==> src/rtl/delay_pkg.sv <==
// ============================================================================
// Module   : delay_pkg
// Purpose  : Shared types, default parameters and round-robin pick helper
//            for the delay scheduler.
// Revision : 1.0 - initial release
// ============================================================================
`default_nettype none

package delay_pkg;

    localparam int c_N_DEFAULT     = 20000;
    localparam int c_CBITS_DEFAULT = 15;

    typedef enum logic [1:0] {
        IDLE = 2'd0,
        RUN  = 2'd1,
        DONE = 2'd2
    } state_t;

    // Lowest-offset set bit at or after ptr, wrapping modulo nreq (nreq <= 8).
    function automatic logic [2:0] rr_pick(input logic [7:0] req,
                                           input logic [2:0] ptr,
                                           input int         nreq);
        int idx;
        rr_pick = ptr;
        for (int i = 7; i >= 0; i--) begin
            if (i < nreq) begin
                idx = (int'(ptr) + i) % nreq;
                if (req[idx[2:0]]) begin
                    rr_pick = idx[2:0];
                end
            end
        end
    endfunction

endpackage

`default_nettype wire

==> src/rtl/delay_timer.sv <==
// ============================================================================
// Module   : delay_timer
// Purpose  : Saturating CBITS-wide delay counter; expire flags count == N.
// Revision : 1.0 - initial release
// ============================================================================
`default_nettype none

module delay_timer
    import delay_pkg::*;
#(
    parameter int N     = c_N_DEFAULT,
    parameter int CBITS = c_CBITS_DEFAULT
) (
    input  logic clk,
    input  logic rst,
    input  logic i_clear,
    input  logic i_enable,
    output logic o_expire
);

    localparam logic [CBITS-1:0] c_TERM = CBITS'(N);

    logic [CBITS-1:0] r_count;

    always_ff @(posedge clk or negedge rst) begin
        if (!rst) begin
            r_count <= '0;
        end else if (i_clear) begin
            r_count <= '0;
        end else if (i_enable && (r_count != c_TERM)) begin
            r_count <= r_count + CBITS'(1);
        end
    end

    assign o_expire = (r_count == c_TERM);

endmodule

`default_nettype wire

==> src/rtl/delay_sched.sv <==
// ============================================================================
// Module   : delay_sched
// Purpose  : Round-robin scheduler sharing one delay timer among NREQ
//            requesters, with abort detection and done handshake.
// Revision : 1.0 - initial release
// ============================================================================
`default_nettype none

module delay_sched
    import delay_pkg::*;
#(
    parameter int NREQ  = 4,
    parameter int N     = c_N_DEFAULT,
    parameter int CBITS = c_CBITS_DEFAULT
) (
    input  logic            clk,
    input  logic            rst,
    input  logic [NREQ-1:0] req,
    output logic [NREQ-1:0] gnt,
    output logic [NREQ-1:0] done,
    output logic            err,
    output logic            idle
);

    state_t          r_state;
    logic [2:0]      r_owner;
    logic [2:0]      r_ptr;
    logic [2:0]      w_pick;
    logic [2:0]      w_next;
    logic [NREQ-1:0] w_own_oh;
    logic [NREQ-1:0] w_pick_oh;
    logic            w_own_req;
    logic            w_expire;
    logic            w_clear;
    logic            w_enable;

    always_comb begin
        w_own_oh  = '0;
        w_pick_oh = '0;
        w_pick    = rr_pick(8'(req), r_ptr, NREQ);
        w_next    = (r_owner == 3'(NREQ - 1)) ? 3'd0 : r_owner + 3'd1;
        for (int i = 0; i < NREQ; i++) begin
            w_own_oh[i]  = (r_owner == 3'(i));
            w_pick_oh[i] = (w_pick == 3'(i));
        end
        w_own_req = |(req & w_own_oh);
    end

    // The counter is held clear outside RUN, so each grant starts from zero.
    assign w_clear  = (r_state != RUN);
    assign w_enable = (r_state == RUN);

    delay_timer #(
        .N     (N),
        .CBITS (CBITS)
    ) u_timer (
        .clk      (clk),
        .rst      (rst),
        .i_clear  (w_clear),
        .i_enable (w_enable),
        .o_expire (w_expire)
    );

    // Outputs are registered from the next-state decision so they line up
    // with the state they describe.
    always_ff @(posedge clk or negedge rst) begin
        if (!rst) begin
            r_state <= IDLE;
            r_owner <= 3'd0;
            r_ptr   <= 3'd0;
            gnt     <= '0;
            done    <= '0;
            err     <= 1'b0;
            idle    <= 1'b1;
        end else begin
            done <= '0;
            err  <= 1'b0;
            case (r_state)
                IDLE: begin
                    if (|req) begin
                        r_owner <= w_pick;
                        gnt     <= w_pick_oh;
                        idle    <= 1'b0;
                        r_state <= RUN;
                    end
                end
                RUN: begin
                    if (!w_own_req) begin
                        gnt     <= '0;
                        err     <= 1'b1;
                        idle    <= 1'b1;
                        r_ptr   <= w_next;
                        r_state <= IDLE;
                    end else if (w_expire) begin
                        gnt     <= '0;
                        done    <= w_own_oh;
                        r_state <= DONE;
                    end
                end
                DONE: begin
                    r_ptr   <= w_next;
                    idle    <= 1'b1;
                    r_state <= IDLE;
                end
                default: begin
                    gnt     <= '0;
                    idle    <= 1'b1;
                    r_state <= IDLE;
                end
            endcase
        end
    end

endmodule

`default_nettype wire

==> config.mk <==
export PLATFORM = sky130hd
export DESIGN_NAME = delay_sched
export DESIGN_NICKNAME = d
export VERILOG_FILES = /design/src/rtl/delay_pkg.sv /design/src/rtl/delay_timer.sv /design/src/rtl/delay_sched.sv
export SDC_FILE = /design/constraint.sdc
export NUM_CORES = 1
export LEC_CHECK = 0
export CAP_MARGIN = 20
export CORE_ASPECT_RATIO = 2
export CORE_MARGIN = 1.5
export CORE_UTILIZATION = 60
export CTS_CLUSTER_SIZE = 20
export DETAILED_ROUTE_END_ITERATION = 10
export DONT_BUFFER_PORTS = 1
export GPL_TIMING_DRIVEN = 0
export PLACE_DENSITY = 0.88
export SLEW_MARGIN = 10
export SYNTH_ARGS = -nofsm -noshare
export SYNTH_HDL_FRONTEND = slang
export SYNTH_SLANG_ARGS = --single-unit
==> constraint.sdc <==
create_clock -name clk -period 2.1 [get_ports clk]
set_clock_uncertainty 0.2 [all_clocks]
set_input_delay 0.21 -clock clk [delete_from_list [all_inputs] [get_ports clk]]
set_output_delay 0.21 -clock clk [all_outputs]
set_load 0.02 [all_outputs]
==> summary.md, run 1 <==
| Metric | Value |
|---|---|
| Status | finished clean |
| Critical Path Fanout Max | 5 |
| CP max stage delay | 0.43 ns |
| Worst reg2reg path depth | 5 |
| Fin nets | 179 |
| DP Area | 1713 sq um |
| Diodes inserted | 0 |
| RSZ-0062 raised after global routing | no |
| Ys Warns | 0 |
| Initial antenna violation count | 0 |
| Area of the multi-input gates | 838.3 sq um |
| Flop2flop setup slack | 0.09 ns |
| Cell chosen for the clock root | clkbuf_8 |
| Total number of vias | 1,237 |
| Drt drc | 0 |
| Crit path depth | 5 |
| Most common cell after layout, fill and taps aside | dfrtp_1 |
| Routed len/inst | 18.10 um |
| Grt ovf | 0 |
| Largest net degree at the start of global routing | 33 |
| Routing usage on met3 | 8.286% |
| Worst Max-Slew Pin Slew | 0.7854 ns |
| Die area | 3140 sq um |
| F_max | 498.7 MHz |
| Arrival @ worst endpoint | 1.98 ns |
| Syn Inst Count | 156 |
| Global route hottest layer | met2 |
| Syn_area_per_cell | 10.75 sq um |
| Aggregate global-route resource usage | 27.44% |
| Buffers and inverters on the worst path | 0 |
| Worst Path Required | 2.08 ns |
| EDFF count, synth | 0 |
| Crit path capture type | flip-flop |
| Worst skew pair latency | 0.29 ns |
| Rel. slew slack | 47.64% |
| Worst vdd ir | 0.8030 mV |
| Power Total | 2.236 mW |
| Placed insts | 185 |
| Hold Path Class | primary input to flip-flop |
| GR Layer Usage met2 | 45.56% |
| Final wirelength | 3.566 mm |
| Register area | 803.3 sq um |
| Num CTS Buffers | 5 |
| CTS tree | built |
| Drt first pass iters | 4 |
| Crit path max-delay family | compound AO/OA/AOI/OAI gates |
| Global-route wire length before repair | 5.837 mm |
| HP Start | req[3] |
| Total I/O pin count | 16 |
| Die width | 40.38 um |
| Met1 usage | 28.29% |
| Fin. Hold Viols | 0 |
| Final setup fails | 0 |
| Leakage power | 0.8244 nW |
| Fill cells | 214 |
| Vias in the first global route | 1,332 |
| Fin cells | 197 |
| Setup TNS | 0 ns |
| Final cycle utilization of the critical path | 95.48% |
| Flops & latches, synth | 32 |
| Worst Setup Start Kind | flip-flop |
| Async set-or-reset flop fraction in the synthesized netlist | 100.0% |
| # H-tree levels | 2 |
| Syn Nets | 168 |
| Via-to-Cell Ratio | 6.279 |
| Crit Path Class | flip-flop to flip-flop |
| Hold path depth | 2 |
| Final instance area | 1872 sq um |
| Synthesis-to-layout area growth | 11.64% |
| RePlAce Congestion | 0.7644 |
| Layout cells sized above 1 | 16.67% |
| Final Critical Period | 2.005 ns |
| Most frequent cells in the layout | dfrtp_1 (30), nor2_1 (16), inv_1 (10) |
| Clock Pin Slew Worst Setup and Hold Paths | 0.06 ns |
| Final ANT Viol Nets | 0 |
| Max-Cap Viols | 0 |
| Power density over the cells | 1195 nW/um^2 |
| Unique masters post-synth | 49 |
| Reg-to-reg startpoint | r_owner[0]$_DFFE_PN0P_ |
| Post-synthesis sequential area ratio | 47.84% |
| Initial Utilization | 62.04% |
| Slew Limit Fails | 0 |
| Port Buffers | 0 |
| Crit-path slowest cell | dfrtp_1 |
| Core Box Area | 2703 sq um |
| DRT iter0 DRCs | 39 |
| Cells along the critical path | ha_1 > a22oi_2 > a21oi_1 > o21ai_2 > mux2_2 |
| Hold path endpoint | r_owner[1]$_DFFE_PN0P_ |
| Worst reg2reg path endpoint | r_ptr[1]$_DFFE_PN0P_ |
| Detailed placement HPWL | 2.530 mm |
| Mapped cell area | 1677 sq um |
| Die Y | 77.76 um |
| Sink Count | 32 |
| Ys flop type | dfrtp_1 |
| Longest Clk Path Bufs | 2 |
| Row Count | 27 |
| Hold Worst Slack | 0.01960 ns |
sequential cells by signal (all words and copies together) (netlist names):
signal,count
gnt,4
u_timer.r_count,15
r_state,2
idle,1
done,4
r_ptr,2
r_owner,3
err,1
how the worst max path moves through the flow:
stage                      endpoint                   start
4_1_cts        r_ptr[1]$_DFFE_PN0P_  r_owner[1]$_DFFE_PN0P_
3_5_place_dp   r_ptr[1]$_DFFE_PN0P_  r_owner[1]$_DFFE_PN0P_
2_1_floorplan  r_ptr[0]$_DFFE_PN0P_  r_owner[0]$_DFFE_PN0P_
6_report       r_ptr[1]$_DFFE_PN0P_  r_owner[0]$_DFFE_PN0P_
3_3_place_gp   r_ptr[1]$_DFFE_PN0P_  r_owner[1]$_DFFE_PN0P_
5_1_grt           done[0]$_DFF_PN0_  r_owner[1]$_DFFE_PN0P_
cell type report:
cell class	instances	share of cell area [%]
multi-input combinational	112	44.79
clock buffer	8	5.348
sequential	32	42.91
buffer	2	0.4679
tap	29	1.938
timing repair buffer	4	2.540
inverter	10	2.005
worst register-to-register path: stages, from the launching register on:
cell,delay (ns)
dfrtp_1,0.43
ha_1,0.26
a22oi_2,0.30
a21oi_1,0.16
o21ai_2,0.19
mux2_2,0.35
power by group:
group	total [mW]	internal [mW]	switching [mW]	leakage, nW
Combinational	0.714	0.331	0.383	0.348
Sequential	0.994	0.760	0.233	0.425
Clock	0.528	0.299	0.229	0.0515
logic make-up after synthesis:
logic type | Yosys count | share of synthesized area (%)
AND/OR/NAND/NOR | 61 | 22.69
flip-flops | 32 | 47.84
AO/OA/AOI/OAI | 31 | 14.40
buffers and inverters | 12 | 2.761
XOR/XNOR | 10 | 5.224
adder cells (fa/ha/maj) | 6 | 4.477
multiplexers | 4 | 2.612
timing repair:
item / CTS / global route
buffers inserted: 0 / 1
setup endpoints to repair: 2 / 2
pin swaps: 0 / 2
gates cloned: 0 / 0
endpoints found under the hold margin: 33 / 0
resized for setup: 1 / 2
hold buffers: 3 / 0
through the flow:
step / worst slack (ns) / util, %
floorplan: 0.2111 / -
global placement: 0.08199 / 63.38
detailed placement: 0.005397 / 63.38
CTS: 0.04039 / 68.75
global route: 0.009129 / 69.26
finish: 0.09493 / 69.26
metal layers:
layer | vias up | share of wire, %
li1 | 580 | -
met1 | 604 | 34
met5 | - | 0
met4 | 0 | 3.7
met3 | 11 | 4.2
met2 | 42 | 58
Yosys cell counts (all sizes together), types with 3 or more instances:
cell	count	area (sq um)
nand2b	4	25.02
and2	4	25.02
nor2	16	60.06
ha	6	75.07
a22oi	3	27.52
or3	3	18.77
nand2	7	26.28
nand3	5	30.03
and3	3	18.77
mux2	3	33.78
inv	10	37.54
nor4	3	31.28
xnor2	4	35.03
nand4	6	52.55
o21ai	8	43.79
a21oi	6	30.03
xor2	6	52.55
dfrtp	31	775.7
(Power assumes the default switching activity.)
==> run 2: changes to the inputs <==
--- a/config.mk
+++ b/config.mk
@@ -14,7 +14,7 @@
 export DONT_BUFFER_PORTS = 1
 export GPL_TIMING_DRIVEN = 0
 export PLACE_DENSITY = 0.88
-export SLEW_MARGIN = 10
+export SKIP_LAST_GASP = 1
 export SYNTH_ARGS = -nofsm -noshare
 export SYNTH_HDL_FRONTEND = slang
 export SYNTH_SLANG_ARGS = --single-unit
==> constraint.sdc (replaced) <==
create_clock -name clk -period 2.6 [get_ports clk]
set_clock_uncertainty 0.2 [all_clocks]
set_input_delay 0.26 -clock clk [delete_from_list [all_inputs] [get_ports clk]]
set_output_delay 0.26 -clock clk [all_outputs]
set_load 0.02 [all_outputs]
==> summary.md, run 2 (same netlist as run 1, synthesis figures left out) <==
| Metric | Value |
|---|---|
| Number of flip-flops in the largest register | 15 (unchanged) |
| Fin. Hold Viols | 0 (unchanged) |
| Crit path capture type | flip-flop |
| Port Buffers | 0 (unchanged) |
| Initial antenna violation count | 0 (unchanged) |
| Hold Path Class | primary input to flip-flop |
| Vias in the first global route | 1,296 (-2.7%) |
| Num CTS Buffers | 5 (unchanged) |
| Synthesis-to-layout area growth | 9.926% |
| Die Y | 77.76 um (unchanged) |
| Max-Cap Viols | 0 (unchanged) |
| Crit Path Class | flip-flop to flip-flop |
| Most common cell after layout, fill and taps aside | dfrtp_1 |
| Psw | 0.6754 mW (-20%) |
| Detailed placement HPWL | 2.530 mm (unchanged) |
| Clock power share | 24.0% (+0.4 points) |
| Flop2flop setup slack | 0.47 ns (+0.38 ns) |
| Global-route wire length before repair | 5.789 mm (-0.82%) |
| Row Count | 27 (unchanged) |
| Grt ovf | 0 (unchanged) |
| Critical Path Fanout Max | 4 (-1) |
| Drt first pass iters | 4 (unchanged) |
| Final ANT Viol Nets | 0 (unchanged) |
| Diodes inserted | 0 (unchanged) |
| Status | finished clean |
| Die area | 3140 sq um (unchanged) |
| Biggest registers after layout | u_timer.r_count (15), done (4), gnt (4) |
| Final instance area | 1843 sq um (-1.5%) |
| Power Total | 1.780 mW (-20%) |
| Slew Limit Fails | 0 (unchanged) |
| Worst Max-Slew Pin Slew | 0.7874 ns (+0.001918 ns) |
| # H-tree levels | 2 (unchanged) |
| Post-CTS setup buffer count | 0 (unchanged) |
| Most frequent cells in the layout | dfrtp_1 (31), nor2_1 (16), inv_1 (10) |
| Hold buffers post-CTS | 2 (-1) |
| Leakage power | 0.8161 nW (-1.0%) |
| Worst Setup Start Kind | flip-flop |
| Placed insts | 185 (unchanged) |
| Worst vdd ir | 0.6508 mV (-19%) |
| Aggregate global-route resource usage | 27.16% (-0.27 points) |
| Layout cells sized above 1 | 14.46% (-2.2 points) |
| RSZ-0062 raised after global routing | no |
| Initial Utilization | 62.04% (unchanged) |
| Arrival @ worst endpoint | 2.10 ns (+0.12 ns) |
| Comb pwr share | 31.0% (-0.9 points) |
| Final wirelength | 3.522 mm (-1.2%) |
| Power density over the cells | 965.9 nW/um^2 (-19%) |
| Final cycle utilization of the critical path | 81.83% (-14 points) |
| Flop pwr share | 45.0% (+0.6 points) |
| Via-to-Cell Ratio | 6.364 (+1.4%) |
| Rel. slew slack | 47.51% (-0.13 points) |
| Final WS setup | 0.4725 ns (+0.3776 ns) |
| DP Area | 1713 sq um (unchanged) |
| Sw Share | 37.94% (+0.14 points) |
| Post-CTS Resized | 0 (-1) |
| DRT iter0 DRCs | 54 (+38%) |
| DP Worst Slack | 0.5054 ns (+0.5000 ns) |
| Final setup fails | 0 (unchanged) |
| Drt drc | 0 (unchanged) |
| Worst skew pair latency | 0.29 ns (about the same) |
| Largest net degree at the start of global routing | 33 (unchanged) |
| F_max | 470.0 MHz (-5.8%) |
| Fin cells | 195 (-1.0%) |
| Core Box Area | 2703 sq um (unchanged) |
| Internal power | 1.105 mW (-21%) |
| Final Critical Period | 2.127 ns (+0.1224 ns) |
| Post-layout util | 68.19% (-1.1 points) |
| Cell chosen for the clock root | clkbuf_8 |
| Fin nets | 177 (-1.1%) |
| Worst Path Required | 2.58 ns (+0.50 ns) |
| RePlAce Congestion | 0.7644 (unchanged) |
| Die width | 40.38 um (unchanged) |
| Routed len/inst | 18.06 um (-0.22%) |
| Sink Count | 32 (unchanged) |
| Clock Pin Slew Worst Setup and Hold Paths | 0.06 ns (about the same) |
| CTS tree | built |
| Total number of vias | 1,241 (+0.32%) |
| Setup TNS | 0 ns (unchanged) |
| Hold Worst Slack | 0.03340 ns (+0.01380 ns) |
| Largest register by flop count | u_timer.r_count |
| Total I/O pin count | 16 (unchanged) |
| Longest Clk Path Bufs | 2 (unchanged) |
==> run 2: cell count changes in the layout (fill, tap and decap cells not counted), sizes merged <==
cell	before	now
buf	3	2
dlygate4sd3	2	1
==> run 2: area by class of cell <==
class	instances	area [sq um]
clock buffer	8	100.1
buffer	2	8.758
multi-input combinational	112	828.3
timing repair buffer	2	30.03
tap	29	36.28
sequential	32	802.0
fill	226	859.6
inverter	10	37.54
==> run 2: path summary, 6_finish.rpt <==
path	start	end	cells past startpoint
worst max-delay path	r_owner[1]$_DFFE_PN0P_	r_ptr[1]$_DFFE_PN0P_	6
worst min-delay path	req[3]	gnt[0]$_DFFE_PN0P_	2
worst max register to register	r_owner[1]$_DFFE_PN0P_	r_ptr[1]$_DFFE_PN0P_	6
worst min register to register	idle$_DFFE_PN1P_	idle$_DFFE_PN1P_	2
max in group asynchronous	rst	idle$_DFFE_PN1P_	2
min in group asynchronous	rst	done[1]$_DFF_PN0_	2
==> run 2: critical path: stages (launching register included) <==
cell and delay, ns:
dfrtp_1 0.45, inv_1 0.10, ha_1 0.22, a22oi_1 0.33, a21oi_1 0.17, o21ai_2 0.20, mux2_2 0.35
==> run 2: metal layers <==
metal	global-route usage [%]	up-vias	part of all wire, %
met5	0	-	0
met4	9.667	0	1.7
met3	8.286	8	3.5
met2	46.83	35	61
met1	28.49	623	34
li1	-	575	-
==> run 2: power groups by stage <==
stage	registers, mW	clock network (mW)	logic (mW)
after global routing	0.813	0.448	0.611
final	0.801	0.428	0.551
after global placement	0.799	0	0.503
after detailed placement	0.808	0	0.529
after floorplan	0.767	0	0.432
after CTS	0.801	0.429	0.552
==> run 3: changes to the inputs <==
==> constraint.sdc (replaced) <==
create_clock -name clk -period 2 [get_ports clk]
set_clock_uncertainty 0.2 [all_clocks]
set_input_delay 0.2 -clock clk [delete_from_list [all_inputs] [get_ports clk]]
set_output_delay 0.2 -clock clk [all_outputs]
set_load 0.02 [all_outputs]
==> summary.md, run 3 (same netlist as run 1, synthesis figures left out) <==
| Metric | Value |
|---|---|
| Psw | 0.9046 mW (+34%) |
| Drt first pass iters | 4 (unchanged) |
| Slew Limit Fails | 0 (unchanged) |
| Register area | 803.3 sq um (+0.16%) |
| Port Buffers | 0 (unchanged) |
| Crit Path Class | flip-flop to flip-flop |
| # H-tree levels | 2 (unchanged) |
| Row Count | 27 (unchanged) |
| Power density over the cells | 1265 nW/um^2 (+31%) |
| Biggest registers after layout | u_timer.r_count (15), done (4), gnt (4) |
| Hold Path Class | primary input to flip-flop |
| Via-to-Cell Ratio | 6.322 (-0.67%) |
| Worst skew pair latency | 0.29 ns (about the same) |
| Final instance area | 1898 sq um (+3.0%) |
| Placed insts | 185 (unchanged) |
| RSZ-0062 raised after global routing | yes |
| Critical Path Fanout Max | 6 (+2) |
| F_max | 500.3 MHz (+6.4%) |
| Rel. slew slack | 54.51% (+7.0 points) |
| Grt ovf | 0 (unchanged) |
| Worst vdd ir | 0.8884 mV (+36%) |
| Largest register by flop count | u_timer.r_count |
| Routing usage on met3 | 8.571% (+0.29 points) |
| Final wirelength | 3.622 mm (+2.8%) |
| Vias in the first global route | 1,330 (+2.6%) |
| Post-layout util | 70.23% (+2.0 points) |
| Arrival @ worst endpoint | 2.03 ns (-0.07 ns) |
| Die width | 40.38 um (unchanged) |
| Fill cells | 206 (-8.8%) |
| RePlAce Congestion | 0.7644 (unchanged) |
| Aggregate global-route resource usage | 27.55% (+0.38 points) |
| Clock Pin Slew Worst Setup and Hold Paths | 0.07 ns (about the same) |
| Initial Utilization | 62.04% (unchanged) |
| Core Box Area | 2703 sq um (unchanged) |
| Setup TNS | 0 ns (unchanged) |
| Worst reg2reg path depth | 7 (+1) |
| DRT iter0 DRCs | 52 (-3.7%) |
| CP max stage delay | 0.45 ns (about the same) |
| Fin. Hold Viols | 0 (unchanged) |
| Detailed placement HPWL | 2.530 mm (unchanged) |
| Hold path depth | 2 (unchanged) |
| Drt drc | 0 (unchanged) |
| CTS tree | built |
| Initial antenna violation count | 0 (unchanged) |
| Final WS setup | 0.001307 ns (-0.4712 ns) |
| Comb pwr share | 33.5% (+2.5 points) |
| Hold Worst Slack | 0.01012 ns (-0.02328 ns) |
| Power Total | 2.401 mW (+35%) |
| Global-route wire length before repair | 5.871 mm (+1.4%) |
| DP Area | 1713 sq um (unchanged) |
| Final Critical Period | 1.999 ns (-0.1288 ns) |
| Final setup fails | 0 (unchanged) |
| Status | finished clean |
| Crit-path slowest cell | dfrtp_2 |
| Met1 usage | 28.49% (unchanged) |
| Number of flip-flops in the largest register | 15 (unchanged) |
| Synthesis-to-layout area growth | 13.21% |
| Total I/O pin count | 16 (unchanged) |
| Layout cells sized above 1 | 19.41% (+5.0 points) |
| DP Worst Slack | -0.09460 ns (-0.6000 ns) |
| Die area | 3140 sq um (unchanged) |
| Worst Path Required | 2.04 ns (-0.54 ns) |
| Internal power | 1.497 mW (+35%) |
| Final cycle utilization of the critical path | 99.93% (+18 points) |
| GR Layer Usage met2 | 45.24% (-1.6 points) |
| Total number of vias | 1,258 (+1.4%) |
| Fin nets | 181 (+2.3%) |
| Final ANT Viol Nets | 0 (unchanged) |
| Crit path capture type | flip-flop |
| Clock power share | 23.1% (-0.9 points) |
| Sink Count | 32 (unchanged) |
| Global route hottest layer | met2 |
| Area of the multi-input gates | 849.6 sq um (+2.6%) |
| Max-Cap Viols | 0 (unchanged) |
| Cell chosen for the clock root | clkbuf_8 |
| Most common cell after layout, fill and taps aside | dfrtp_1 |
| Routed len/inst | 18.20 um (+0.77%) |
| Sw Share | 37.67% (-0.27 points) |
| Longest Clk Path Bufs | 2 (unchanged) |
| Die Y | 77.76 um (unchanged) |
| Worst Setup Start Kind | flip-flop |
| Diodes inserted | 0 (unchanged) |
| Num CTS Buffers | 5 (unchanged) |
| Fin cells | 199 (+2.1%) |
| Largest net degree at the start of global routing | 33 (unchanged) |
| Cells along the critical path | inv_1 > ha_1 > a22oi_2 > buf_4 > a211oi_4 > nor2b_4 > and2_1 |
| Flop pwr share | 43.4% (-1.6 points) |
| Leakage power | 0.8369 nW (+2.5%) |
| Most frequent cells in the layout | dfrtp_1 (30), nor2_1 (16), inv_1 (10) |
| Worst Max-Slew Pin Slew | 0.6761 ns (-0.1113 ns) |
-- run 3: cell types whose count changed in the layout (fill, tap and decap cells not counted), sizes merged --
cell         delta
dlygate4sd3     +1
buf             +3
-- run 3: power groups by stage --
stage	logic, mW	clock network (mW)	registers (mW)
final	0.804	0.554	1.04
after floorplan	0.562	0	0.997
after CTS	0.734	0.557	1.04
after global placement	0.654	0	1.04
after global routing	0.882	0.582	1.06
after detailed placement	0.688	0	1.05
-- run 3: metal layers --
layer | wire, um | vias to the layer above | part of all wire [%]
met3 | 141 | 18 | 3.9
met1 | 1208 | 624 | 33
met2 | 2083 | 36 | 58
met5 | 0 | - | 0
met4 | 189 | 0 | 5.2
li1 | - | 580 | -
-- run 3: timing repair --
action	CTS	global route
setup buffers	0	3
setup endpoints to repair	2	6
hold buffers	3	0
gates resized for setup	3	3
pin swaps	0	6
hold endpoints to repair	33	0
-- run 3: worst max-delay path: cells and delay by family, from the launching register on --
kind / cells / cell delay, ns
adder cells (fa/ha/maj): 1 / 0.22
AO/OA/AOI/OAI: 2 / 0.43
AND/OR/NAND/NOR: 2 / 0.40
flip-flops: 1 / 0.45
buffers and inverters: 2 / 0.25
-- run 3: final cells by class --
class | instances | area share, %
repair buffers | 6 | 3.296
flip-flops and latches | 32 | 42.32
inverters | 10 | 1.978
well taps | 29 | 1.912
multi-input cells | 112 | 44.76
clock buffers | 8 | 5.274
plain buffers | 2 | 0.4614
-- run 3: final timing paths --
check / start / to / slack, ns
min in group asynchronous: rst / done[1]$_DFF_PN0_ / 0.14
max: r_owner[1]$_DFFE_PN0P_ / done[0]$_DFF_PN0_ / 0.001
min: req[3] / r_owner[1]$_DFFE_PN0P_ / 0.01
max in group asynchronous: rst / idle$_DFFE_PN1P_ / 1.21
max reg2reg: r_owner[1]$_DFFE_PN0P_ / done[0]$_DFF_PN0_ / 0.001
min reg2reg: idle$_DFFE_PN1P_ / idle$_DFFE_PN1P_ / 0.37
